===== src/rtl/bram_req_ctrl.sv =====
// -----------------------------------------------------------------------------
// bram_req_ctrl
//
// Request-side controller for a single-port block RAM. Upstream read/write
// commands arrive on a valid/ready port and are issued to the RAM one per
// cycle. The RAM's 1-cycle read latency is absorbed by tracking the
// outstanding read and capturing bram_datao into a 2-entry response FIFO,
// which drains in command order on a valid/ready port. After reset the whole
// RAM is optionally zero-filled before commands are accepted.
//
// Ports
//   clk         in   single clock, rising edge
//   reset       in   asynchronous, active-low reset
//   cmd_valid   in   command present
//   cmd_ready   out  command accepted when cmd_valid && cmd_ready
//   cmd_wr      in   1 = write, 0 = read
//   cmd_addr    in   command address
//   cmd_wdata   in   write data
//   rsp_valid   out  read data available
//   rsp_ready   in   consumer accepts rsp_rdata
//   rsp_rdata   out  read data, command order
//   init_done   out  high once the controller is in RUN
//   bram_en     out  RAM enable
//   bram_wen    out  RAM write enable
//   bram_addr   out  RAM address
//   bram_datai  out  RAM write data
//   bram_datao  in   RAM read data, valid 1 cycle after a read enable
// -----------------------------------------------------------------------------
module bram_req_ctrl #(
   parameter int unsigned ADDR_WIDTH = 8,
   parameter int unsigned DATA_WIDTH = 32,
   parameter bit          CLEAR_EN   = 1'b1
) (
   input  logic                  clk,
   input  logic                  reset,
   input  logic                  cmd_valid,
   output logic                  cmd_ready,
   input  logic                  cmd_wr,
   input  logic [ADDR_WIDTH-1:0] cmd_addr,
   input  logic [DATA_WIDTH-1:0] cmd_wdata,
   output logic                  rsp_valid,
   input  logic                  rsp_ready,
   output logic [DATA_WIDTH-1:0] rsp_rdata,
   output logic                  init_done,
   output logic                  bram_en,
   output logic                  bram_wen,
   output logic [ADDR_WIDTH-1:0] bram_addr,
   output logic [DATA_WIDTH-1:0] bram_datai,
   input  logic [DATA_WIDTH-1:0] bram_datao
);

   localparam logic ST_CLEAR = 1'b0;
   localparam logic ST_RUN   = 1'b1;
   localparam logic ST_INIT  = CLEAR_EN ? ST_CLEAR : ST_RUN;

   logic                  state_q,   state_d;
   logic [ADDR_WIDTH-1:0] clr_cnt_q, clr_cnt_d;
   logic                  rd_pend_q, rd_pend_d;
   logic [1:0]            cnt_q,     cnt_d;
   logic                  wr_ptr_q,  wr_ptr_d;
   logic                  rd_ptr_q,  rd_ptr_d;
   logic [DATA_WIDTH-1:0] ent0_q,    ent0_d;
   logic [DATA_WIDTH-1:0] ent1_q,    ent1_d;

   logic       run;
   logic       pop;
   logic       push;
   logic [2:0] occ;
   logic       ready_int;
   logic       accept;

   always_comb begin
      run  = (state_q == ST_RUN);
      pop  = (cnt_q != 2'd0) && rsp_ready;
      push = rd_pend_q;
      // Occupancy counts the in-flight read as already owning a slot; a pop
      // this cycle frees one, hence the combinational rsp_ready -> cmd_ready.
      occ       = {1'b0, cnt_q} + {2'b00, rd_pend_q};
      ready_int = run && ((occ - {2'b00, pop}) < 3'd2);
      accept    = cmd_valid && ready_int;

      state_d   = state_q;
      clr_cnt_d = clr_cnt_q;
      if (state_q == ST_CLEAR) begin
         clr_cnt_d = clr_cnt_q + 1'b1;
         if (clr_cnt_q == '1) begin
            state_d = ST_RUN;
         end
      end

      rd_pend_d = accept && !cmd_wr;

      wr_ptr_d = wr_ptr_q;
      rd_ptr_d = rd_ptr_q;
      ent0_d   = ent0_q;
      ent1_d   = ent1_q;
      if (push) begin
         if (wr_ptr_q) begin
            ent1_d = bram_datao;
         end else begin
            ent0_d = bram_datao;
         end
         wr_ptr_d = ~wr_ptr_q;
      end
      if (pop) begin
         rd_ptr_d = ~rd_ptr_q;
      end
      cnt_d = cnt_q + {1'b0, push} - {1'b0, pop};
   end

   always_ff @(posedge clk or negedge reset) begin
      if (!reset) begin
         state_q   <= ST_INIT;
         clr_cnt_q <= '0;
         rd_pend_q <= 1'b0;
         cnt_q     <= '0;
         wr_ptr_q  <= 1'b0;
         rd_ptr_q  <= 1'b0;
         ent0_q    <= '0;
         ent1_q    <= '0;
      end else begin
         state_q   <= state_d;
         clr_cnt_q <= clr_cnt_d;
         rd_pend_q <= rd_pend_d;
         cnt_q     <= cnt_d;
         wr_ptr_q  <= wr_ptr_d;
         rd_ptr_q  <= rd_ptr_d;
         ent0_q    <= ent0_d;
         ent1_q    <= ent1_d;
      end
   end

   // Outputs are gated by reset directly so they read as idle for the whole
   // time reset is held, including the RUN-at-reset case when CLEAR_EN=0.
   always_comb begin
      cmd_ready  = reset && ready_int;
      init_done  = reset && run;
      rsp_valid  = (cnt_q != 2'd0);
      rsp_rdata  = rd_ptr_q ? ent1_q : ent0_q;
      bram_en    = 1'b0;
      bram_wen   = 1'b0;
      bram_addr  = '0;
      bram_datai = '0;
      if (reset) begin
         if (run) begin
            bram_en    = accept;
            bram_wen   = accept && cmd_wr;
            bram_addr  = cmd_addr;
            bram_datai = cmd_wdata;
         end else begin
            bram_en    = 1'b1;
            bram_wen   = 1'b1;
            bram_addr  = clr_cnt_q;
         end
      end
   end

endmodule

===== config.mk =====
export PLATFORM = sky130hd
export DESIGN_NAME = bram_req_ctrl
export DESIGN_NICKNAME = d
export VERILOG_FILES = /design/src/rtl/bram_req_ctrl.sv
export SDC_FILE = /design/constraint.sdc
export NUM_CORES = 1
export LEC_CHECK = 0
export CAP_MARGIN = 20
export CORE_MARGIN = 3
export CORE_UTILIZATION = 25
export CTS_CLUSTER_DIAMETER = 40
export CTS_CLUSTER_SIZE = 10
export DETAILED_ROUTE_END_ITERATION = 10
export PLACE_DENSITY_LB_ADDON = 0.12
export SLEW_MARGIN = 30
export SYNTH_ARGS = -nofsm -noshare
export SYNTH_HDL_FRONTEND = slang
export SYNTH_SLANG_ARGS = --single-unit

===== constraint.sdc =====
create_clock -name clk -period 2.3 [get_ports clk]
set_input_delay 0.46 -clock clk [delete_from_list [all_inputs] [get_ports clk]]
set_output_delay 0.46 -clock clk [all_outputs]
set_load 0.01 [all_outputs]

Yosys cells after proc, flatten, opt, wreduce, memory -nomap -nowiden
Cells that the tools add are included.

word-level totals
  flip-flop bits (word level) = 78
  latch bits = 0
  bits in writable memories = 0
  bits in read-only memories = 0
  bits of input ports = 77
  word-level logic and storage cells = 39
  memories kept = 0

operators by class
  add/subtract/negate cells = 5
  $mul = 0
  div/mod/pow operators = 0
  magnitude comparators = 1
  equality and inequality tests = 1
  shifts and indexed selects = 0
  multiplexer cells = 11
  bitwise gates (word level) = 2
  reductions and logical operators = 11

operators by type and width
  operator               number
  $mux W32               3
  $mux W8                2
  $add A8 B1 Y8 const B  1
  $eq A8 B8 Y1 const B   1
  $logic_and A1 B1 Y1    7
  $mux W1                6
  $reduce_and A2 Y1      2
  $add A2 B1 Y3          1
  $lt A3 B2 Y1 const B   1
  $sub A3 B1 Y3          1
  $add A2 B1 Y2          1
  $not A1 Y1             2
  $reduce_bool A2 Y1     1
  $sub A2 B1 Y2          1
  $logic_not A1 Y1       1

Logic depth before layout (Yosys ltp)
Gate-level depths: netlist of the first run.

  word-level depth = 9
  mapped depth = 9
  depth with buffers taken out = 9

Worst setup path after synthesis of the first run
OpenSTA, ideal clock, no wires.

  path kind = register to output
  start = register cnt_q[1]
  end = output cmd_ready
  arrival = 2263 ps
  data required time = 1840 ps
  slack = -423 ps
  stages on the path, launching flop included = 9
  path buffers = 0
  path through = dfrtp_1 -> or2_2 -> and2_1 -> ha_1 -> inv_1 -> ha_1 -> fa_1 -> nand2b_1 -> nor3_1

on the way
  word-level cells in the longest chain between the ends = 6

RTL lines
  what                    RTL line  text
  start, declared         59        logic [1:0] cnt_q, cnt_d;
  start signal, assigned  125       cnt_q <= cnt_d;
  $reduce_bool A2 Y1      --
  net rsp_valid           41        output logic rsp_valid,
  $logic_and A1 B1 Y1     74        pop = (cnt_q != 2'd0) && rsp_ready;
  net pop                 66        logic pop;
  $sub A3 B1 Y3           79        ready_int = run && ((occ - {2'b00, pop}) < 3'd2);
  $lt A3 B2 Y1            79
  $logic_and A1 B1 Y1     79
  $logic_and A1 B1 Y1     136       cmd_ready = reset && ready_int;
  end, declared           37        output logic cmd_ready,

The timed path passes the listed nets, and every way through them passes these cells.

Final worst setup path of the first run
  start = register cnt_q[0]
  end = output bram_wen

on the way
  word-level cells in the longest chain between the ends = 9

RTL lines
  what                 RTL line  text
  $reduce_bool A2 Y1   74
  $logic_and A1 B1 Y1  74
  net pop              66
  $sub A3 B1 Y3        79
  $lt A3 B2 Y1         79
  $logic_and A1 B1 Y1  79
  $logic_and A1 B1 Y1  80        accept = cmd_valid && ready_int;
  $logic_and A1 B1 Y1  147       bram_wen = accept && cmd_wr;
  $mux W1              145       if (run) begin
  $mux W1              144       if (reset) begin
  end, declared        46        output logic bram_wen,

The timed path passes the listed nets, and every way through them passes these cells.

==> results of run 1 <==
report_power, final:
part           internal (mW)  leakage [nW]  switching, mW
clock network          0.823         0.143          0.534
logic                  0.845          1.55          0.547
registers               1.43         0.992         0.0309
total                   3.10          2.68           1.11
routing by layer:
layer | wire length, um | GRT usage [%] | up-vias
met3 | 1031 | 5.521 | 8
met5 | 11 | 0 | -
met4 | 67 | 3.706 | 2
met2 | 4678 | 20.38 | 136
met1 | 4561 | 15.41 | 1374
li1 | - | - | 1338
stage by stage:
| stage | TNS [ns] | instance area, um^2 | power [mW] | std cells | utilization (%) |
|---|---|---|---|---|---|
| finish | -1.777 | 5983 | 4.213 | 640 | 41.01 |
| global route | -2.029 | 5983 | 4.447 | 640 | 41.01 |
| CTS | -1.866 | 5926 | 4.296 | 636 | 40.62 |
| detailed placement | -3.435 | 5635 | 2.885 | 619 | 38.63 |
| global placement | -3.332 | 5635 | 2.878 | 619 | 38.63 |
| floorplan | -0.6824 | 3817 | 2.162 | 287 | - |
registers in the layout, summed over array words and instances (netlist names):
register and cells:
rd_ptr_q 1, push 1, ent0_q 32, run 1
cnt_q 2, clr_cnt_q 8, ent1_q 32, wr_ptr_q 1
how the worst max path moves through the flow:
stage,to,cells past startpoint,startpoint
floorplan,cmd_ready,9,cnt_q[1]
global placement,cmd_ready,10,rsp_ready
detailed placement,cmd_ready,10,rsp_ready
CTS,bram_en,9,cnt_q[0]
global route,bram_en,9,cnt_q[0]
finish,bram_wen,9,cnt_q[0]
timing repair:
| action | CTS | global route |
|---|---|---|
| setup buffers | 1 | 3 |
| cloned | 0 | 1 |
| resized for setup | 14 | 4 |
| hold buffers | 0 | 0 |
| pin swaps | 5 | 0 |
| endpoints found under the setup margin | 3 | 4 |
critical path, stage by stage (launching register included):
cell      delay (ns)
dfrtp_1         0.37
or2_4           0.25
and2_4          0.15
ha_4            0.25
inv_2           0.04
ha_4            0.14
fa_2            0.53
nand2b_4        0.16
o22ai_2         0.07
buf_2           0.15
synthesized netlist by cell type, types with 2 or more instances:
master | number | share of area (%)
mux2_1 | 2 | 0.60
mux2_2 | 95 | 28
buf_2 | 5 | 0.67
and3_1 | 32 | 5.3
nor3_1 | 4 | 0.53
dfrtp_1 | 78 | 52
nor2_1 | 10 | 1.0
nand2_1 | 6 | 0.60
xnor2_1 | 5 | 1.2
mux2i_1 | 8 | 2.1
clkbuf_1 | 8 | 0.80
o22ai_1 | 2 | 0.33
xor2_1 | 5 | 1.2
ha_1 | 3 | 1.0
inv_1 | 7 | 0.70
nand3_1 | 3 | 0.40
buf_4 | 6 | 1.2
final cells by class:
type	instances	area (um^2)	area share, %
Clock buffer	14	274.0	4.580
Clock inverter	2	13.76	0.2300
Inverter	7	30.03	0.5019
Multi-Input combinational cell	183	1752	29.28
Sequential cell	78	1954	32.66
Tap cell	184	230.2	3.848
Timing Repair Buffer	172	1729	28.90
logic make-up after synthesis:
logic type	synth area share (%)
flip-flops	51.97
buffers and inverters	3.364
AO/OA/AOI/OAI	0.5330
AND/OR/NAND/NOR	9.061
adder cells (fa/ha/maj)	1.532
XOR/XNOR	2.332
multiplexers	31.21
==> summary.md, run 1 <==
| Metric | Value |
|---|---|
| CTS tree | `yes` |
| Num ports | `154` |
| WP data required | `1.84 ns` |
| Die height | `128.6 um` |
| Crit path capture type | `output port` |
| Count of cell types in the netlist | `25` |
| Clk sinks | `78` |
| Synth Flop Type | `dfrtp_1` |
| R2R depth | `9` |
| Fin nets | `532` |
| Initial DRC Count | `89` |
| Clock transition at the registers of the reported paths | `0.06 ns` |
| DRC violations left | `0` |
| Vias in the first global route | `3,117` |
| Clock insertion delay at the later pin of the skew report | `0.33 ns` |
| Synth-to-Final Area Change | `59.29%` |
| Period utilization | `126.2%` |
| Antenna fix cells | `0` |
| Clock Tree Root | `clkbuf_16` |
| Synthesis warning total | `0` |
| HPWL after detailed placement | `7.280 mm` |
| Cell area power density | `704.1 nW/um^2` |
| Die Area | `16,530 um^2` |
| Number of antenna violations at the first check in global routing | `1` |
| Most frequent cells in the layout | `clkdlybuf4s50_1, mux2_2, dfrtp_1` |
| Clock tree buffer depth | `2` |
| Mapped Nets | `368` |
| Fin Hold WS | `0.09279 ns` |
| Minimum clock period | `2.903 ns` |
| Pre-CTS setup slack | `-1.102 ns` |
| Sequential area share after synthesis | `51.97%` |
| Fin. Hold Viols | `0` |
| Total track usage | `12.64%` |
| Placeable core area | `14,590 um^2` |
| Status | `complete, but fails checks` |
| Largest net degree at the start of global routing | `49` |
| H-tree Lvls | `3` |
| Asr flop ratio synth | `100.0%` |
| # Max-Cap Violations | `0` |
| FF-to-FF Start | `cnt_q[0]` |
| Hold Crit Class | `primary input to asynchronous set/reset pin` |
| Synth Cell Area | `3756 um^2` |
| Max-slew headroom | `63.33%` |
| Crit path kind | `flip-flop to output port` |
| Die width | `128.6 um` |
| First-pass GRT wire length | `16.23 mm` |
| Vias per Instance | `4.466` |
| Total CTS buffers | `9` |
| Worst reg2reg setup slack | `0.22 ns` |
| VDD IR max | `0.0002969 V` |
| Violated checks | `negative setup slack` |
| Post-Synthesis Cells | `287` |
| Antenna-violating nets left | `0` |
| R2r endpoint | `push` |
| WL/cell | `16.17 um` |
| Final setup fails | `3` |
| Startpoint Class | `flip-flop` |
| Number of flops mapped to enable cells by yosys | `0` |
| GRT overflow | `0` |
| Post-Route WL | `10.35 mm` |
| Cell row count | `44` |
| RSZ-0062 raised after global routing | `yes` |
| #FFs+latches synth | `78` |
| Clock skew | `0.006341 ns` |
| Gpl congestion | `0.7156` |
| Fill count | `1,336` |
| Commonest non-fill, non-tap cell in the layout | `clkdlybuf4s50_1` |
| First-pass DRT Iterations | `4` |
| Avg Cell Area, Syn | `13.09 um^2` |
| Starting Density | `25.75%` |
| Worst-path fanout max | `4` |
| Max Slew Vio Count | `0` |
| Static leakage | `2.683 nW` |
| Slew @ Worst Pin | `0.5501 ns` |
| Highest Clock Rate | `344.4 MHz` |
| Ratio of cells with drive above 1 in the final layout | `32.46%` |
| Final WS setup | `-0.6035 ns` |
| Crit path DAT | `2.44 ns` |
| Via count | `2,858` |
| Port bufs | `153` |
No activity file was read; power rests on OpenSTA's default activity.
==> inputs of run 2 (changes only) <==
--- a/config.mk
+++ b/config.mk
@@ -6,6 +6,7 @@
 export NUM_CORES = 1
 export LEC_CHECK = 0
 export CAP_MARGIN = 20
+export CORE_ASPECT_RATIO = 1.2
 export CORE_MARGIN = 3
 export CORE_UTILIZATION = 25
 export CTS_CLUSTER_DIAMETER = 40
==> run 2 against run 1 <==
Against the previous run: the flow still finishes with violations (negative setup slack); first-iteration DRC count decreased by 40%; die area about the same; critical path depth unchanged; non-clock buffer count increased by 2; fmax about the same; count of clock-buffer cells in the layout decreased by 3; cell area increased by 1.2%; setup slack about the same; global-route usage decreased by 0.11 points; cell count increased by 2.7%.
==> summary.md, run 2 (same netlist as run 1, synthesis figures left out) <==
| Metric | Value |
|---|---|
| Die height | `140.3 um (+9.1%)` |
| Minimum clock period | `2.904 ns (+0.0003260 ns)` |
| Hold Crit Class | `primary input to asynchronous set/reset pin` |
| FF-to-FF Start | `cnt_q[1]` |
| First-pass DRT Iterations | `4 (unchanged)` |
| Final setup fails | `3 (unchanged)` |
| RSZ-0062 raised after global routing | `yes` |
| Max Slew Vio Count | `0 (unchanged)` |
| Startpoint Class | `flip-flop` |
| Stages on the worst setup path | `9 (unchanged)` |
| WP data required | `1.84 ns (about the same)` |
| Cell row count | `48 (+9.1%)` |
| Crit path kind | `flip-flop to output port` |
| Port bufs | `153 (unchanged)` |
| Cell family with most CP delay | `adder cells` |
| Post-Route WL | `10.41 mm (+0.58%)` |
| Setup TNS | `-1.772 ns (+0.005100 ns)` |
| R2R depth | `9 (unchanged)` |
| First-pass GRT wire length | `16.34 mm (+0.68%)` |
| Highest Clock Rate | `344.4 MHz (about the same)` |
| Max-slew headroom | `66.40% (+3.1 points)` |
| Status | `complete, but fails checks` |
| Most frequent CP cell | `ha_4` |
| Total track usage | `12.53% (-0.11 points)` |
| Synth-to-Final Area Change | `61.13%` |
| Worst reg2reg setup slack | `0.20 ns (-0.02 ns)` |
| Largest net degree at the start of global routing | `49 (unchanged)` |
| Violated checks | `negative setup slack` |
| # Max-Cap Violations | `0 (unchanged)` |
| GRT overflow | `0 (unchanged)` |
| DRC violations left | `0 (unchanged)` |
| Crit path to | `bram_en` |
| VDD IR max | `0.0003624 V (+22%)` |
| CP Cell Sequence | `or2_4 -> and2_4 -> ha_4 -> inv_2 -> ha_4 -> fa_2 -> nand2b_4 -> o22ai_2 -> buf_2` |
| Clock tree buffer depth | `2 (unchanged)` |
| HPWL after detailed placement | `7.433 mm (+2.1%)` |
| Crit path DAT | `2.44 ns (about the same)` |
| Total CTS buffers | `9 (unchanged)` |
| WL/cell | `15.84 um (-2.0%)` |
| Final WS setup | `-0.6038 ns (-0.0003260 ns)` |
| Number of antenna violations at the first check in global routing | `1 (unchanged)` |
| Largest regs | `ent0_q (32), ent1_q (32), clr_cnt_q (8)` |
| Clock insertion delay at the later pin of the skew report | `0.33 ns (about the same)` |
| Vias per Instance | `4.390 (-1.7%)` |
| Num ports | `154 (unchanged)` |
| Antenna-violating nets left | `0 (unchanged)` |
| Initial DRC Count | `53 (-40%)` |
| H-tree Lvls | `3 (unchanged)` |
| Starting Density | `25.84% (+0.098 points)` |
| Most frequent cells in the layout | `clkdlybuf4s50_1, mux2_2, dfrtp_1` |
| Pwr Total | `4.283 mW (+1.7%)` |
| Worst setup path start | `cnt_q[1]` |
| Clock skew | `0.006820 ns (+0.0004790 ns)` |
| Worst-path fanout max | `4 (unchanged)` |
| Gpl congestion | `0.7208 (+0.73%)` |
| Vias in the first global route | `3,188 (+2.3%)` |
| CP max stage delay | `0.53 ns (about the same)` |
| Clock Tree Root | `clkbuf_16` |
| Static leakage | `2.757 nW (+2.7%)` |
| Slew @ Worst Pin | `0.5039 ns (-0.04616 ns)` |
| Fin nets | `534 (+0.38%)` |
| Clock transition at the registers of the reported paths | `0.06 ns (about the same)` |
| Clk sinks | `78 (unchanged)` |
| Crit path buffers/inverters | `2 (unchanged)` |
| Period utilization | `126.3% (about the same)` |
| Commonest non-fill, non-tap cell in the layout | `clkdlybuf4s50_1` |
| Ratio of cells with drive above 1 in the final layout | `32.82% (+0.37 points)` |
| Die Area | `16,540 um^2 (about the same)` |
| Antenna fix cells | `0 (unchanged)` |
| Via count | `2,884 (+0.91%)` |
| Cell area power density | `707.6 nW/um^2 (+0.51%)` |
| Die width | `117.9 um (-8.3%)` |
| Fin. Hold Viols | `0 (unchanged)` |
| Placeable core area | `14,530 um^2 (-0.38%)` |
| CTS tree | `yes` |
| R2r endpoint | `push` |
| Highest-delay cell along the critical path | `fa_2` |
| Crit path capture type | `output port` |
==> run 2: cell count changes in the layout (fill, tap and decap cells not counted) <==
cell | previous run | this run
inv_6 | 1 | 0
clkbuf_8 | 3 | 1
dlymetal6s2s_1 | 2 | 7
mux2i_2 | 0 | 1
bufinv_16 | 0 | 1
buf_12 | 4 | 5
clkbuf_1 | 2 | 1
clkdlybuf4s50_1 | 147 | 142
clkinv_2 | 1 | 2
clkinvlp_4 | 1 | 2
dlygate4sd3_1 | 0 | 1
mux2i_1 | 8 | 7
==> run 2: how the worst min path moves through the flow <==
stage                     startpoint           end  slack, ns  cells after the start
final                          reset     ent0_q[0]       0.26                      2
after detailed placement       reset      cnt_q[0]       0.29                      1
after global placement         reset      cnt_q[0]       0.29                      1
after CTS                      reset     ent0_q[0]       0.28                      2
after global routing           reset     ent0_q[0]       0.30                      2
after floorplan                reset  clr_cnt_q[0]       0.16                      0
==> run 2: layer usage <==
metal,GRT usage (%),share of wire [%],up-vias,routed length [um]
met4,3.333,1.1,2,113
met5,0,0.12,-,13
li1,-,-,1340,-
met2,21.65,48,132,5042
met3,6.341,10,11,1082
met1,13.62,40,1399,4157
==> run 2: stage by stage <==
stage	utilization [%]	area (um^2)	instances	worst slack, ns	hold slack, ns
floorplan	-	3817	287	-0.2499	0.1644
global placement	38.86	5648	634	-1.083	0.2875
detailed placement	39.00	5668	635	-1.066	0.2888
CTS	41.21	5989	654	-0.6375	0.2752
global route	41.64	6052	657	-0.6905	0.3019
finish	41.64	6052	657	-0.6038	0.2592
==> run 2: repair_timing <==
action                                  in CTS  in global routing
gates resized for setup                     15                  9
endpoints found under the setup margin       4                  8
buffers inserted                             3                  2
endpoints found under the hold margin        3                  0
cloned                                       0                  1
hold buffers                                 1                  0
pin swaps                                    8                  0
==> run 2: final cells by class <==
class / instances / area [um^2]
clock inverters: 4 / 47.55
clock buffers: 11 / 242.7
flip-flops and latches: 78 / 1954
inverters: 7 / 30.03
repair buffers: 174 / 1772
fillers: 1442 / 8482
multi-input cells: 183 / 1755
well taps: 200 / 250.2
==> run 2: power breakdown <==
| part | internal, mW | switching (mW) | total (mW) |
|---|---|---|---|
| registers | 1.43 | 0.0298 | 1.46 |
| clock network | 0.861 | 0.539 | 1.40 |
| logic | 0.866 | 0.555 | 1.42 |
| total | 3.16 | 1.12 | 4.28 |
==> run 2: worst reg2reg max path: stages (launching register included) <==
cell and delay [ns]:
dfrtp_1 0.37, or2_4 0.25, and2_4 0.15, ha_4 0.26
inv_2 0.04, ha_4 0.15, fa_2 0.34, xor2_2 0.18
nand2b_4 0.10, nor3_1 0.19
==> inputs of run 3 (changes only) <==
--- a/config.mk
+++ b/config.mk
@@ -12,6 +12,7 @@
 export CTS_CLUSTER_DIAMETER = 40
 export CTS_CLUSTER_SIZE = 10
 export DETAILED_ROUTE_END_ITERATION = 10
+export MAX_ROUTING_LAYER = met4
 export PLACE_DENSITY_LB_ADDON = 0.12
 export SLEW_MARGIN = 30
 export SYNTH_ARGS = -nofsm -noshare
==> run 3 against run 2 <==
Against the previous run: critical path depth is the same; global-route usage grew 0.38 points; clock skew shrank 0.00077 ns; via count grew 0.14%; hold slack is essentially flat; cell count grew 0.15%; power is essentially flat; the flow still finishes with violations (negative setup slack); first-iteration DRC count grew 28%; critical endpoint unchanged; critical path type unchanged; highest routed layer is now met4.
==> summary.md, run 3 (same netlist as run 1, synthesis figures left out) <==
| Metric | Value |
|---|---|
| Crit path capture type | `output port` |
| Total track usage | `12.91% (+0.38 points)` |
| Startpoint Class | `flip-flop` |
| Most frequent cells in the layout | `clkdlybuf4s50_1, mux2_2, dfrtp_1` |
| Post-DP Area | `5668 um^2 (unchanged)` |
| Total CTS buffers | `9 (unchanged)` |
| FF-to-FF Start | `cnt_q[1]` |
| Fin. Hold Viols | `0 (unchanged)` |
| Period utilization | `126.3% (about the same)` |
| Setup TNS | `-1.779 ns (-0.006980 ns)` |
| DRC violations left | `0 (unchanged)` |
| R2r endpoint | `push` |
| Largest net degree at the start of global routing | `49 (unchanged)` |
| Die height | `140.3 um (unchanged)` |
| Crit path kind | `flip-flop to output port` |
| Post-Layout Cell Count | `658 (+0.15%)` |
| Placeable core area | `14,530 um^2 (unchanged)` |
| Violated checks | `negative setup slack` |
| Minimum clock period | `2.906 ns (+0.002246 ns)` |
| Cell area power density | `707.9 nW/um^2 (about the same)` |
| RSZ-0062 raised after global routing | `yes` |
| # placed instances | `635 (unchanged)` |
| Clock insertion delay at the later pin of the skew report | `0.33 ns (about the same)` |
| Final Instance Area | `6055 um^2 (about the same)` |
| Highest-delay cell along the critical path | `fa_2` |
| GRT overflow | `0 (unchanged)` |
| Post-Route WL | `10.42 mm (about the same)` |
| Fill count | `1,442 (unchanged)` |
| Number of antenna violations at the first check in global routing | `1 (unchanged)` |
| WL/cell | `15.83 um (about the same)` |
| Cell row count | `48 (unchanged)` |
| Via count | `2,888 (+0.14%)` |
| Clock Tree Root | `clkbuf_16` |
| Highest Clock Rate | `344.1 MHz (about the same)` |
| Pre-CTS setup slack | `-1.066 ns (unchanged)` |
| Clk sinks | `78 (unchanged)` |
| Commonest non-fill, non-tap cell in the layout | `clkdlybuf4s50_1` |
| Clock transition at the registers of the reported paths | `0.06 ns (about the same)` |
| Status | `complete, but fails checks` |
| Final WS setup | `-0.6060 ns (-0.002246 ns)` |
| Hold Crit Class | `primary input to asynchronous set/reset pin` |
| VDD IR max | `0.0003647 V (+0.63%)` |
| Fin Hold WS | `0.2592 ns (-0.00006300 ns)` |
| Clock tree buffer depth | `2 (unchanged)` |
| Gpl congestion | `0.7293 (+1.2%)` |
| Die Area | `16,540 um^2 (unchanged)` |
| Max Slew Vio Count | `0 (unchanged)` |
| Initial DRC Count | `68 (+28%)` |
| Ratio of cells with drive above 1 in the final layout | `32.82% (unchanged)` |
| Max-slew headroom | `66.80% (+0.39 points)` |
| Starting Density | `25.84% (unchanged)` |
| Worst reg2reg setup slack | `0.20 ns (about the same)` |
| Final setup fails | `3 (unchanged)` |
| Crit path DAT | `2.45 ns (about the same)` |
| CP max stage delay | `0.53 ns (about the same)` |
| Clock skew | `0.006046 ns (-0.0007737 ns)` |
| Vias per Instance | `4.389 (about the same)` |
| Port bufs | `153 (unchanged)` |
| Static leakage | `2.757 nW (about the same)` |
| Die width | `117.9 um (unchanged)` |
| Slew @ Worst Pin | `0.4981 ns (-0.005868 ns)` |
| Num ports | `154 (unchanged)` |
| Most frequent CP cell | `ha_4` |
| Antenna-violating nets left | `0 (unchanged)` |
| CTS tree | `yes` |
| HPWL after detailed placement | `7.433 mm (unchanged)` |
| Largest regs | `ent0_q (32), ent1_q (32), clr_cnt_q (8)` |
| Vias in the first global route | `3,197 (+0.28%)` |
| CP Cell Sequence | `or2_4 -> and2_4 -> ha_4 -> inv_2 -> ha_4 -> fa_2 -> nand2b_4 -> o22ai_2 -> buf_2` |
| R2R depth | `9 (unchanged)` |
| # Max-Cap Violations | `0 (unchanged)` |
| Worst-path fanout max | `4 (unchanged)` |
| Fin nets | `534 (unchanged)` |
| WP data required | `1.84 ns (about the same)` |
| Layout Utilization | `41.66% (about the same)` |
| Crit path to | `bram_en` |
| Synth-to-Final Area Change | `61.19% (about the same)` |
| Worst setup path start | `cnt_q[1]` |
| First-pass DRT Iterations | `6 (+2)` |
| Pwr Total | `4.286 mW (about the same)` |
| First-pass GRT wire length | `16.32 mm (-0.13%)` |
| H-tree Lvls | `3 (unchanged)` |
run 3: cell types whose count changed in the layout (fill, tap and decap cells not counted), sizes merged:
cell and delta:
diode +1
run 3: worst max-delay path: cells and delay by family (launching register included):
kind,cells,cell delay [ns]
adder cells (fa/ha/maj),3,0.93
AND/OR/NAND/NOR,3,0.56
flip-flops,1,0.37
buffers and inverters,2,0.20
AO/OA/AOI/OAI,1,0.07
run 3: cell type report:
type                    instances  area, um^2  area share, %
diodes                          1       2.502        0.04133
clock buffers                  11       242.7          4.009
well taps                     200       250.2          4.133
repair buffers                174        1772          29.26
clock inverters                 4       47.55         0.7853
multi-input cells             183        1755          28.99
inverters                       7       30.03         0.4960
flip-flops and latches         78        1954          32.28
run 3: how the worst min path moves through the flow:
stage | from | endpoint | slack, ns | cells after the start
2_1_floorplan | reset | clr_cnt_q[0] | 0.16 | 0
6_report | reset | ent0_q[0] | 0.26 | 2
3_5_place_dp | reset | cnt_q[0] | 0.29 | 1
5_1_grt | reset | ent0_q[0] | 0.30 | 2
3_3_place_gp | reset | cnt_q[0] | 0.29 | 1
4_1_cts | reset | ent0_q[0] | 0.28 | 2
run 3: layer usage:
layer  track usage [%]  vias up  routed length (um)
met2             21.59      130                4987
met4             3.333        0                 123
li1                  -     1342                   -
met1             14.49     1405                4398
met5                 -        -                   0
met3             5.089       11                 908
run 3: report_power, final:
part	internal, mW	switching, mW	total, mW
clock	0.861	0.542	1.40
combinational	0.866	0.555	1.42
sequential	1.43	0.0298	1.46
total	3.16	1.13	4.29
run 3: timing repair:
action                                 in CTS  in global routing
gates cloned                                0                  1
endpoints found under the hold margin       3                  0
buffers inserted                            3                  2
hold buffers                                1                  0
gates resized for setup                    15                  9
pin swaps                                   8                  0
setup endpoints to repair                   4                  8
